[src/rtl/mips_mem_pkg.sv]
// Shared types and helpers for the M-stage data-memory controller.
package mips_mem_pkg;

  localparam int unsigned NUM_LANES = 4;
  localparam logic [NUM_LANES-1:0] BE_WORD = 4'hF;

  typedef enum logic [1:0] {
    IDLE  = 2'd0,
    DRAIN = 2'd1,
    READ  = 2'd2,
    RDONE = 2'd3
  } dmem_state_e;

  function automatic logic [NUM_LANES-1:0] sb_be(input logic [1:0] byte_off);
    return 4'b0001 << byte_off;
  endfunction

endpackage

[src/rtl/store_buffer.sv]
// One-entry store buffer: formats sw/sb into a word-aligned bus write and
// holds it until the controller drains it.
module store_buffer
  import mips_mem_pkg::*;
#(
  parameter int unsigned AW = 32,
  parameter int unsigned DW = 32
) (
  input  logic                 clk,
  input  logic                 rst_i,
  input  logic                 capture_i,
  input  logic                 clear_i,
  input  logic                 sb_i,
  input  logic [AW-1:0]        addr_i,
  input  logic [DW-1:0]        wdata_i,
  output logic                 valid_o,
  output logic [AW-1:0]        addr_o,
  output logic [DW-1:0]        wdata_o,
  output logic [NUM_LANES-1:0] be_o
);

  logic                 valid_q, valid_d;
  logic [AW-1:0]        addr_q, addr_d;
  logic [DW-1:0]        wdata_q, wdata_d;
  logic [NUM_LANES-1:0] be_q, be_d;

  // Capture wins over clear so a store accepted in the drain-ack cycle survives.
  always_comb begin
    valid_d = valid_q;
    addr_d  = addr_q;
    wdata_d = wdata_q;
    be_d    = be_q;
    if (clear_i) valid_d = 1'b0;
    if (capture_i) begin
      valid_d = 1'b1;
      addr_d  = {addr_i[AW-1:2], 2'b00};
      if (sb_i) begin
        be_d    = sb_be(addr_i[1:0]);
        wdata_d = {(DW/8){wdata_i[7:0]}};
      end else begin
        be_d    = BE_WORD;
        wdata_d = wdata_i;
      end
    end
  end

  always_ff @(posedge clk or posedge rst_i) begin
    if (rst_i) begin
      valid_q <= 1'b0;
      addr_q  <= '0;
      wdata_q <= '0;
      be_q    <= '0;
    end else begin
      valid_q <= valid_d;
      addr_q  <= addr_d;
      wdata_q <= wdata_d;
      be_q    <= be_d;
    end
  end

  assign valid_o = valid_q;
  assign addr_o  = addr_q;
  assign wdata_o = wdata_q;
  assign be_o    = be_q;

endmodule

[src/rtl/dmem_ctrl.sv]
// Data-memory controller for the M stage: buffered stores, blocking loads,
// one outstanding req/ack transaction on the external memory bus.
//
// state | meaning
// IDLE  | bus free; drain a buffered store first, else start a pending load
// DRAIN | buffered store on the bus, waiting for ack
// READ  | load on the bus, waiting for ack
// RDONE | load data in readdataM; the load's completion cycle
module dmem_ctrl
  import mips_mem_pkg::*;
#(
  parameter int unsigned AW = 32,
  parameter int unsigned DW = 32
) (
  input  logic                 clk,
  input  logic                 reset,
  input  logic                 memreadM,
  input  logic                 memwriteM,
  input  logic                 sbM,
  input  logic [AW-1:0]        aluoutM,
  input  logic [DW-1:0]        writedataM,
  output logic [DW-1:0]        readdataM,
  output logic                 memstallM,
  output logic                 mem_req,
  output logic                 mem_we,
  output logic [AW-1:0]        mem_addr,
  output logic [DW-1:0]        mem_wdata,
  output logic [NUM_LANES-1:0] mem_be,
  input  logic                 mem_ack,
  input  logic [DW-1:0]        mem_rdata
);

  dmem_state_e          state_q;
  logic                 req_q, we_q;
  logic [AW-1:0]        addr_q;
  logic [DW-1:0]        wdata_q, rdata_q;
  logic [NUM_LANES-1:0] be_q;

  logic                 sb_valid;
  logic [AW-1:0]        sb_addr;
  logic [DW-1:0]        sb_wdata;
  logic [NUM_LANES-1:0] sb_be_q;
  logic                 drain_ack;
  logic                 capture;

  assign drain_ack = (state_q == DRAIN) && mem_ack;

  assign memstallM = (memreadM && (state_q != RDONE)) ||
                     (memwriteM && sb_valid && !drain_ack);

  // A simultaneous read+write is treated purely as a load.
  assign capture = memwriteM && !memreadM && !memstallM;

  store_buffer #(.AW(AW), .DW(DW)) u_store_buffer (
    .clk       (clk),
    .rst_i     (reset),
    .capture_i (capture),
    .clear_i   (drain_ack),
    .sb_i      (sbM),
    .addr_i    (aluoutM),
    .wdata_i   (writedataM),
    .valid_o   (sb_valid),
    .addr_o    (sb_addr),
    .wdata_o   (sb_wdata),
    .be_o      (sb_be_q)
  );

  always_ff @(posedge clk or posedge reset) begin
    if (reset) begin
      state_q <= IDLE;
      req_q   <= 1'b0;
      we_q    <= 1'b0;
      addr_q  <= '0;
      wdata_q <= '0;
      be_q    <= '0;
      rdata_q <= '0;
    end else begin
      case (state_q)
        IDLE: begin
          if (sb_valid) begin
            req_q   <= 1'b1;
            we_q    <= 1'b1;
            addr_q  <= sb_addr;
            wdata_q <= sb_wdata;
            be_q    <= sb_be_q;
            state_q <= DRAIN;
          end else if (memreadM) begin
            req_q   <= 1'b1;
            we_q    <= 1'b0;
            addr_q  <= {aluoutM[AW-1:2], 2'b00};
            be_q    <= BE_WORD;
            state_q <= READ;
          end
        end
        DRAIN: begin
          if (mem_ack) begin
            req_q   <= 1'b0;
            state_q <= IDLE;
          end
        end
        READ: begin
          if (mem_ack) begin
            rdata_q <= mem_rdata;
            req_q   <= 1'b0;
            state_q <= RDONE;
          end
        end
        RDONE:   state_q <= IDLE;
        default: state_q <= IDLE;
      endcase
    end
  end

  assign readdataM = rdata_q;
  assign mem_req   = req_q;
  assign mem_we    = we_q;
  assign mem_addr  = addr_q;
  assign mem_wdata = wdata_q;
  assign mem_be    = be_q;

endmodule

[config.mk]
export PLATFORM = sky130hd
export DESIGN_NAME = dmem_ctrl
export DESIGN_NICKNAME = d
export VERILOG_FILES = /design/src/rtl/mips_mem_pkg.sv /design/src/rtl/store_buffer.sv /design/src/rtl/dmem_ctrl.sv
export SDC_FILE = /design/constraint.sdc
export NUM_CORES = 1
export LEC_CHECK = 0
export ABC_AREA = 1
export BUFFER_PORTS_ARGS = -buffer_cell sky130_fd_sc_hd__buf_4
export CAP_MARGIN = 20
export CORE_ASPECT_RATIO = 1.25
export CORE_MARGIN = 3
export CORE_UTILIZATION = 47
export DETAILED_ROUTE_END_ITERATION = 8
export PLACE_DENSITY = 0.76
export SLEW_MARGIN = 20
export SYNTH_ARGS = -nofsm -noshare
export SYNTH_HDL_FRONTEND = slang
export SYNTH_SLANG_ARGS = --single-unit
[constraint.sdc]
create_clock -name clk -period 5.4 [get_ports clk]
set_input_delay 1.08 -clock clk [delete_from_list [all_inputs] [get_ports clk]]
set_output_delay 1.08 -clock clk [all_outputs]
set_load 0.01 [all_outputs]
# After elaboration in Yosys (flattened, before gate mapping)

Index checks and enable logic that the tools add are counted.

Register bits: 171
Output and inout port bits: 103

Eq/ne operators: 8
Shift operators: 1
Mux-type cells: 19
Reduce and logical (&&, ||, !) cells: 20

Operators with widths:

| cell                                                   | number |
|---|---|
| 2-to-1 mux 32 bit                                      | 3 |
| 2-to-1 mux 4 bit                                       | 3 |
| 2-to-1 mux 2 bit                                       | 4 |
| case mux 2 bit (4 select lines)                        | 1 |
| 2-to-1 mux 1 bit                                       | 7 |
| logical AND 1 bit                                      | 6 |
| inequality test 2 bit (second input constant)          | 3 |
| AND reduction 2 bit                                    | 3 |
| AND reduction 3 bit                                    | 2 |
| nonzero test 2 bit                                     | 3 |
| equality test 2 bit (second input constant)            | 2 |
| left shift 1 x 2 -> 4 bit (first input constant)       | 1 |
| logical NOT 1 bit                                      | 3 |
| inequality test 3 x 2 -> 1 bit (second input constant) | 1 |
| equality test 2 x 1 -> 1 bit (second input constant)   | 1 |
| logical NOT 2 bit                                      | 1 |
| inequality test 2 x 1 -> 1 bit (second input constant) | 1 |
| case mux 1 bit (2 select lines)                        | 1 |
| OR reduction 2 bit                                     | 1 |
| logical OR 1 bit                                       | 1 |

# Depth between registers and ports, before layout

Gate-level depths: netlist (run 1).

Word-level depth: 8
Gate-level depth with buffers: 9
Mapped depth without buffers: 7

# Cells and area by module

Synthesis (run 1) repeated with hierarchy kept, for this count alone.

Cell total of the unflattened synthesis: 926
Area total of the unflattened synthesis: 7,508.5 µm²

By module, submodules not included:

| module       | times used | cells an instance | area each (µm²) | seq. area each (µm²) |
|---|---|---|---|---|
| dmem_ctrl    | 1          | 576               | 4,605.7         | 2,602.5 |
| store_buffer | 1          | 350               | 2,902.8         | 1,676.6 |

# Worst setup path after synthesis (run 1)

No wires, ideal clock.

Path type: input port to output port
Start point: in mem_ack
End point: out memstallM
Data arrival time: 1,754 ps
Slack: 2,566 ps
Stages: 5
Cell sequence: buf_4 > nand2_2 > nand2_4 > buf_2 > o22ai_1

Longest elaborated chain between the ends: 4

Ends and longest elaborated chain:

| item              | RTL line        | RTL |
|---|---|---|
| from (decl)       | dmem_ctrl.sv:29 | `input logic mem_ack,` |
| logical AND 1 bit | dmem_ctrl.sv:46 | `assign drain_ack = (state_q == DRAIN) && mem_ack;` |
| logical NOT 1 bit | dmem_ctrl.sv:49 | `(memwriteM && sb_valid && !drain_ack);` |
| logical AND 1 bit | dmem_ctrl.sv:49 |  |
| logical OR 1 bit  | dmem_ctrl.sv:48 | `assign memstallM = (memreadM && (state_q != RDONE)) \|\|` |
| to (decl)         | dmem_ctrl.sv:23 | `output logic memstallM,` |

No other way between the ends.

# Worst setup path in the final report (run 1)

Ends and elaborated chain as after synthesis.

==> results.sh, run 1 <==
export IMPL_vias_per_cell=4.884
export IMPL_cp_common_cell="buf_4"
export IMPL_num_vias=6242
export IMPL_startpoint_type="input pin"
export IMPL_gp_congestion=0.8588
export IMPL_leakagePower_nw=5.332
export IMPL_core_rowCount=50
export IMPL_drt_iter0_drc=487
export IMPL_die_h_um=145.3
export IMPL_synth_cell_types=22
export IMPL_cp_data_required_time_ns=4.32
export IMPL_fin_worst_skew_ns=0.008323
export IMPL_synthToLayoutAreaGrowth_pct=29.93
export IMPL_synth_seq_cells=169
export IMPL_max_freq_mhz=308.0
export IMPL_clk_latency_ns=0.42
export IMPL_cap_violations=0
export IMPL_cpMaxStageDelayCell="buf_4"
export IMPL_grt_max_degree=170
export IMPL_worstSetupEndpointType="output port"
export IMPL_cp_cell_sequence="buf_4 > nand2_2 > nand2_4 > o22ai_1 > buf_4"
export IMPL_hold_viol_final=0
export IMPL_cts_root_buffer="clkbuf_16"
export IMPL_crit_fanout=37
export IMPL_syn_inst=886
export IMPL_worstHoldPathType="flop to flop"
export IMPL_setup_slack_ns=2.153
export IMPL_drc_errors=0
export IMPL_start_util_pct=48.39
export IMPL_path_class="input pin to output port"
export IMPL_drt_total_wl_um=17760
export IMPL_critPathMaxStageDelay_ns=0.33
export IMPL_cts_tree="yes"
export IMPL_path_clk_slew_ns=0.06
export IMPL_clkSinkCount=169
export IMPL_numCtsBuffers=17
export IMPL_grt_pass1_wl_um=30030
export IMPL_peakVddDrop_v=0.0003057
export IMPL_arrival_ns=2.17
export IMPL_period_share_pct=60.13
export IMPL_post_cts_setup_buffers=0
export IMPL_slew_headroom_pct=31.64
export IMPL_dpl_hpwl_um=11370
export IMPL_clockBufferDepth=2
export IMPL_dr_wl_met3_um=1224
export IMPL_grtUsageTotal_pct=21.32
export IMPL_final_antenna_net_count=0
export IMPL_antenna_found_initial=0
export IMPL_highest_layer="met4"
export IMPL_ys_warn_count=0
export IMPL_post_place_ws_ns=2.150
export IMPL_wl_met1_um=7620
export IMPL_insertedDiodeCount=0
export IMPL_wl_met2_um=8613
export IMPL_fin_util_pct=62.87
export IMPL_fillCellCount=1377
export IMPL_tightest_slew_ns=1.023
export IMPL_h_tree_depth=4
export IMPL_drive_gt1_share_pct=23.08
export IMPL_ys_seq_area_share_pct=57.97
export IMPL_min_period_ns=3.247
export IMPL_cts_hold_buf=0
export IMPL_cts_resized=0
export IMPL_gr_total_overflow=0
export IMPL_syn_avg_cell_area_um2=8.234
export IMPL_nNetsFinal=1164
export IMPL_r2r_slack_ns=2.96
export IMPL_multi_input_area_um2=2608
export IMPL_die_w_um=117.4
export IMPL_syn_cell_area_um2=7296
export IMPL_grt_pass1_vias=6059
export IMPL_drtPass1Iterations=5
export IMPL_io_pins=205
export IMPL_avgRoutedWirePerCell_um=13.90
export IMPL_io_buffers=202
export IMPL_fp_coreArea_um2=15080
export IMPL_die_area_um2=17060
export IMPL_powerDensity_nw_per_um2=586.4
export IMPL_rsz0062_at_grt="no"
export IMPL_status="finished, final reports clean"
export IMPL_regArea_um2=4230
export IMPL_final_setup_viol_count=0
export IMPL_drv_slew=0
export IMPL_fin_tns_setup_ns=0
==> state kept, by name, summed over array words and instances (netlist names), 2 cells and up <==
name,flops
mem_be,4
state_q,2
mem_addr,30
readdataM,32
u_store_buffer.be_o,4
u_store_buffer.wdata_o,32
u_store_buffer.addr_o,30
mem_wdata,32
==> cell type report <==
class                           count  area share, %
Sequential cell                   169          44.63
Multi-Input combinational cell    615          27.51
Timing Repair Buffer              207          16.53
Clock buffer                       23          5.253
Tap cell                          208          2.746
Inverter                           47          1.901
Clock inverter                      9          1.439
==> cells by family (layout without fill, tap and decap cells) <==
kind of cell / after synthesis / in the layout / synth area share [%]
and+or+nand+nor: 537 / 537 / 29.70
DFF: 169 / 169 / 57.97
buffers and inverters: 103 / 286 / 6.379
AOI/OAI and AO/OA: 71 / 71 / 5.042
adders and majority gates: 5 / 5 / 0.8575
other: 1 / 2 / 0.05140
==> cell usage after synthesis (all sizes together) <==
cell,instances,area [um2]
dfrtp,169,4229
clkinv,1,3.750
conb,1,3.750
inv,46,172.7
o21ai,65,336.6
nor2,7,33.78
a21oi,5,25.02
o22ai,1,6.260
nand2,429,1628
nand3,101,505.5
ha,5,62.56
buf,37,215.2
clkbuf,19,73.82
==> layout by cell type, fill, tap and decap left out, types with 2 or more instances in the layout <==
master | synthesis | final
nand2_1 | 426 | 426
inv_1 | 45 | 44
a21oi_1 | 5 | 5
ha_1 | 5 | 4
clkbuf_16 | 0 | 17
clkinv_4 | 0 | 2
nand3_1 | 101 | 101
clkinvlp_4 | 0 | 3
nor2_1 | 6 | 6
buf_4 | 7 | 206
o21ai_1 | 3 | 3
nand2_4 | 2 | 2
o21ai_0 | 61 | 61
clkbuf_8 | 0 | 5
conb_1 | 1 | 2
bufinv_16 | 0 | 3
dfrtp_1 | 169 | 168
==> power breakdown <==
group / total (mW) / switching [mW] / internal [mW] / leakage [nW]
clock: 1.28 / 0.487 / 0.793 / 0.306
sequential: 2.17 / 0.321 / 1.85 / 2.12
combinational: 2.11 / 1.25 / 0.862 / 2.91
total: 5.56 / 2.05 / 3.51 / 5.33
==> worst max-delay path, delay by kind of cell <==
kind | cells | cell delay, ns
compound gates | 1 | 0.13
buf+inv | 2 | 0.50
simple gates | 2 | 0.44
==> through the flow <==
stage          cells  cell area, um2  hold slack, ns  power [mW]
6_report        1278            9479          0.4699       5.559
5_1_grt         1278            9479          0.4883       6.005
4_1_cts         1278            9479          0.4745       5.637
3_5_place_dp    1246            8845          0.4581       4.330
3_3_place_gp    1246            8842          0.4553       4.266
2_1_floorplan    887            7303          0.4415       3.456
==> worst paths after layout <==
check / from / cells past startpoint / end
worst max-delay path: mem_ack / 5 / memstallM
worst min-delay path: readdataM[16] / 2 / readdataM[16]
worst max register to register: state_q[0] / 5 / readdataM[21]
worst min register to register: readdataM[16] / 2 / readdataM[16]
max in group asynchronous: reset / 3 / u_store_buffer.valid_o
min in group asynchronous: reset / 3 / mem_addr[20]
==> routing by layer <==
layer / up-vias / track usage [%]
met2: 227 / 34.35
met3: 24 / 4.678
li1: 3106 / -
met5: - / 0
met1: 2885 / 28.79
met4: 0 / 7.277
Note: power is estimated with default switching activity, not from simulation.
==> run 2, diff against run 1 <==
- clock period: 5.4 -> 2.8 ns (I/O delays scaled with it)
==> run 2 against run 1 <==
Clock skew up 0.0018 ns. Count of clock-buffer cells in the layout unchanged. Register-to-register slack worse by 2.2 ns. Via count up 1.5%. Combinational power up 95%. Core utilization up 0.80 points. Sequential share of layout area down 0.56 points. Hold slack worse by 0.21 ns. Wire length up 3.7%. Global-route usage up 0.78 points. Critical endpoint unchanged. Largest cell class unchanged. Largest power group unchanged.
==> results.sh, run 2 (same netlist as run 1, synthesis figures left out) <==
export IMPL_avgRoutedWirePerCell_um=14.32
export IMPL_rsz0062_at_grt="no"
export IMPL_antenna_found_initial=0
export IMPL_min_period_ns=2.382
export IMPL_regArea_um2=4230
export IMPL_slew_headroom_pct=31.10
export IMPL_status="finished, final reports clean"
export IMPL_max_freq_mhz=419.8
export IMPL_dpl_cell_count=1254
export IMPL_drt_total_wl_um=18420
export IMPL_die_area_um2=17060
export IMPL_final_cell_count_no_fill=1286
export IMPL_crit_fanout=37
export IMPL_numCtsBuffers=17
export IMPL_die_w_um=117.4
export IMPL_drtPass1Iterations=5
export IMPL_cts_tree="yes"
export IMPL_fin_worst_skew_ns=0.01009
export IMPL_total_power_mw=10.96
export IMPL_final_common_cell="nand2_1"
export IMPL_tightest_slew_ns=1.031
export IMPL_multi_input_area_um2=2605
export IMPL_clk_latency_ns=0.42
export IMPL_startpoint_type="flop"
export IMPL_drive_gt1_share_pct=23.47
export IMPL_io_pins=205
export IMPL_drv_slew=0
export IMPL_cap_violations=0
export IMPL_grt_pass1_wl_um=31000
export IMPL_clockBufferDepth=2
export IMPL_die_h_um=145.3
export IMPL_drt_iter0_drc=425
export IMPL_nNetsFinal=1172
export IMPL_hold_viol_final=0
export IMPL_cp_data_required_time_ns=2.24
export IMPL_synthToLayoutAreaGrowth_pct=31.57
export IMPL_fin_tns_setup_ns=0
export IMPL_drc_errors=0
export IMPL_gr_total_overflow=0
export IMPL_peakVddDrop_v=0.0004972
export IMPL_post_cts_setup_buffers=0
export IMPL_final_cell_mix="426 x nand2_1, 212 x buf_4, 168 x dfrtp_1"
export IMPL_arrival_ns=1.82
export IMPL_num_vias=6335
export IMPL_final_antenna_net_count=0
export IMPL_core_rowCount=50
export IMPL_fp_coreArea_um2=15080
export IMPL_grt_pass1_vias=6249
export IMPL_io_buffers=202
export IMPL_final_setup_viol_count=0
export IMPL_clkSinkCount=169
export IMPL_grt_max_degree=66
export IMPL_powerDensity_nw_per_um2=1142
export IMPL_dpl_hpwl_um=12510
export IMPL_worstHoldPathType="input pin to asynchronous set/reset pin"
export IMPL_vias_per_cell=4.926
export IMPL_fillCellCount=1321
export IMPL_path_clk_slew_ns=0.06
export IMPL_grtUsageTotal_pct=22.10
export IMPL_cts_hold_buf=0
export IMPL_cts_resized=0
export IMPL_gp_congestion=0.8453
export IMPL_h_tree_depth=4
export IMPL_start_util_pct=48.39
export IMPL_path_class="flop to output port"
export IMPL_worstSetupEndpointType="output port"
export IMPL_leakagePower_nw=5.400
export IMPL_insertedDiodeCount=0
export IMPL_holdWs_ns=0.2602
export IMPL_cts_root_buffer="clkbuf_16"
export IMPL_period_share_pct=85.08
## run 2: cell types whose count changed in the layout (fill, tap and decap cells not counted), sizes merged
| cell | change |
|---|---|
| buf | +8 |
| bufinv | +2 |
| clkinv | -1 |
| clkinvlp | -1 |
## run 2: layer usage
layer  GRT usage [%]  up-vias  routed length (um)
li1                -     3132                   -
met1           28.86     2938                7757
met2           36.31      232                8964
met3           5.458       33                1263
met4           7.394        0                 429
met5               0        -                   0
## run 2: final cells by class
type	count	share of cell area, %
Timing Repair Buffer	215	17.21
Tap cell	208	2.711
Inverter	47	1.877
Multi-Input combinational cell	615	27.14
Clock buffer	23	5.083
Clock inverter	9	1.916
Sequential cell	169	44.07
## run 2: power breakdown
part           internal (mW)  leakage (nW)  total, mW  switching (mW)
Sequential              3.57          2.12       4.21           0.639
Combinational           1.70          2.96       4.12            2.42
Clock                   1.69         0.324       2.63           0.941
Total                   6.96          5.40       11.0            4.00
## run 2: critical path: stages, from the launching register on
cell and delay [ns]:
dfrtp_1 0.42, inv_1 0.13, ha_1 0.19, nand2_2 0.07, nand2_4 0.33, o22ai_1 0.12, buf_4 0.16
## run 2: per-stage QoR
| step | instance area (um2) | util [%] | setup WS, ns |
|---|---|---|---|
| final | 9599 | 63.67 | 0.4178 |
| after global routing | 9599 | 63.67 | 0.3083 |
| after CTS | 9599 | 63.67 | 0.3838 |
| after detailed placement | 8927 | 59.21 | 0.5669 |
| after global placement | 8927 | 59.21 | 0.6206 |
| after floorplan | 7303 | - | 0.08527 |
## run 2: worst paths after layout
path,from,to,slack [ns],cells after the start
worst max-delay path,state_q[1],memstallM,0.42,6
worst min-delay path,reset,readdataM[20],0.26,2
worst max register to register,state_q[1],u_store_buffer.addr_o[20],0.78,8
worst min register to register,readdataM[12],readdataM[12],0.47,2
max in group asynchronous,reset,mem_wdata[19],1.78,3
min in group clk,mem_rdata[8],readdataM[8],0.36,3
==> run 3, diff against run 2 <==
- BUFFER_PORTS_ARGS: -buffer_cell sky130_fd_sc_hd__buf_4 -> -buffer_cell sky130_fd_sc_hd__buf_2
==> run 3 against run 2 <==
First-iteration DRC count increased by 17%. Via count decreased by 0.82%. Clock power decreased by 13%. Highest routed layer unchanged. Cell area decreased by 6.1%.
==> results.sh, run 3 (same netlist as run 1, synthesis figures left out) <==
export IMPL_grtUsageTotal_pct=21.52
export IMPL_cp_cell_sequence="inv_1 > ha_1 > nand2_2 > nand2_4 > o22ai_1 > buf_2"
export IMPL_final_antenna_net_count=0
export IMPL_fin_util_pct=59.81
export IMPL_fp_coreArea_um2=15080
export IMPL_die_area_um2=17060
export IMPL_min_period_ns=2.229
export IMPL_status="finished, final reports clean"
export IMPL_die_h_um=145.3
export IMPL_startpoint_type="flop"
export IMPL_crit_cells=6
export IMPL_drive_gt1_share_pct=23.70
export IMPL_nNetsFinal=1175
export IMPL_crit_fanout=4
export IMPL_h_tree_depth=4
export IMPL_synthToLayoutAreaGrowth_pct=23.60
export IMPL_post_place_ws_ns=0.6429
export IMPL_path_delay_family="flip-flops"
export IMPL_design_area_um2=9017
export IMPL_final_setup_viol_count=0
export IMPL_cts_hold_buf=0
export IMPL_avgRoutedWirePerCell_um=13.95
export IMPL_drt_total_wl_um=17960
export IMPL_drv_slew=0
export IMPL_endpoint="memstallM"
export IMPL_ff2ff_path_depth=5
export IMPL_final_cell_mix="426 x nand2_1, 202 x buf_2, 168 x dfrtp_1"
export IMPL_crit_start="state_q[1]"
export IMPL_path_clk_slew_ns=0.06
export IMPL_worstHoldPathType="input pin to asynchronous set/reset pin"
export IMPL_final_common_cell="nand2_1"
export IMPL_start_util_pct=48.39
export IMPL_grt_max_degree=92
export IMPL_setup_slack_ns=0.5710
export IMPL_cts_resized=0
export IMPL_numCtsBuffers=17
export IMPL_grt_pass1_vias=6107
export IMPL_cpMaxStageDelayCell="dfrtp_1"
export IMPL_insertedDiodeCount=0
export IMPL_io_pins=205
export IMPL_antenna_found_initial=0
export IMPL_gr_total_overflow=0
export IMPL_rr_startpoint="u_store_buffer.valid_o"
export IMPL_r2r_slack_ns=0.86
export IMPL_leakagePower_nw=5.220
export IMPL_worstSetupEndpointType="output port"
export IMPL_core_rowCount=50
export IMPL_drtPass1Iterations=5
export IMPL_holdWs_ns=0.2830
export IMPL_drt_iter0_drc=497
export IMPL_vias_per_cell=4.878
export IMPL_num_vias=6283
export IMPL_critPathMaxStageDelay_ns=0.39
export IMPL_post_cts_setup_buffers=0
export IMPL_tightest_slew_ns=0.6727
export IMPL_regToRegEndpoint="mem_addr[9]"
export IMPL_drc_errors=0
export IMPL_dpl_hpwl_um=12190
export IMPL_peakVddDrop_v=0.0005642
export IMPL_clkSinkCount=169
export IMPL_max_freq_mhz=448.6
export IMPL_hold_viol_final=0
export IMPL_die_w_um=117.4
export IMPL_clk_latency_ns=0.42
export IMPL_clockBufferDepth=2
export IMPL_powerDensity_nw_per_um2=1136
export IMPL_io_buffers=202
export IMPL_slew_headroom_pct=54.87
export IMPL_period_share_pct=79.61
export IMPL_cp_data_required_time_ns=2.24
export IMPL_gp_congestion=0.7981
export IMPL_cts_root_buffer="clkbuf_16"
export IMPL_cap_violations=0
export IMPL_cts_tree="yes"
export IMPL_fin_worst_skew_ns=0.007449
export IMPL_path_class="flop to output port"
export IMPL_grt_pass1_wl_um=30060
export IMPL_arrival_ns=1.67
export IMPL_placed_cell_area_um2=8424
export IMPL_fin_tns_setup_ns=0
export IMPL_rsz0062_at_grt="no"
export IMPL_path_buf_inv=2
run 3: routing by layer:
metal | global-route usage, % | vias up | routed length [um]
li1 | - | 3128 | -
met1 | 29.17 | 2901 | 7926
met2 | 34.46 | 223 | 8550
met3 | 3.899 | 31 | 1047
met4 | 8.685 | 0 | 440
met5 | 0 | - | 0
run 3: through the flow:
step / instances / power [mW]
after global routing: 1288 / 11.08
after detailed placement: 1256 / 8.014
after global placement: 1256 / 7.886
after CTS: 1287 / 10.35
final: 1288 / 10.24
after floorplan: 887 / 6.666
run 3: power breakdown:
| group | leakage [nW] | switching, mW | internal (mW) |
|---|---|---|---|
| clock | 0.270 | 0.937 | 1.35 |
| combinational | 2.83 | 2.36 | 1.36 |
| sequential | 2.12 | 0.667 | 3.57 |
run 3: layout make-up:
type,count,area [um2]
fill,1385,6060
sequential,169,4230
multi-input combinational,615,2605
timing repair buffer,218,1164
clock buffer,20,456.7
tap,208,260.3
inverter,47,180.2
clock inverter,11,121.4
run 3: how the worst min path moves through the flow:
stage | endpoint | slack [ns] | cells past startpoint | startpoint
CTS | mem_addr[24] | 0.30 | 3 | reset
global placement | readdataM[17] | 0.45 | 2 | readdataM[17]
detailed placement | mem_wdata[4] | 0.45 | 2 | mem_wdata[4]
floorplan | u_store_buffer.wdata_o[0] | 0.44 | 2 | u_store_buffer.wdata_o[0]
global route | mem_addr[23] | 0.32 | 3 | reset
finish | u_store_buffer.addr_o[24] | 0.28 | 3 | reset
run 3: worst register-to-register path, stage by stage, from the launching register on:
cell and delay (ns):
dfrtp_2 0.65, buf_4 0.39, buf_4 0.45, o21ai_0 0.20, nand2_1 0.09, nand2_1 0.06
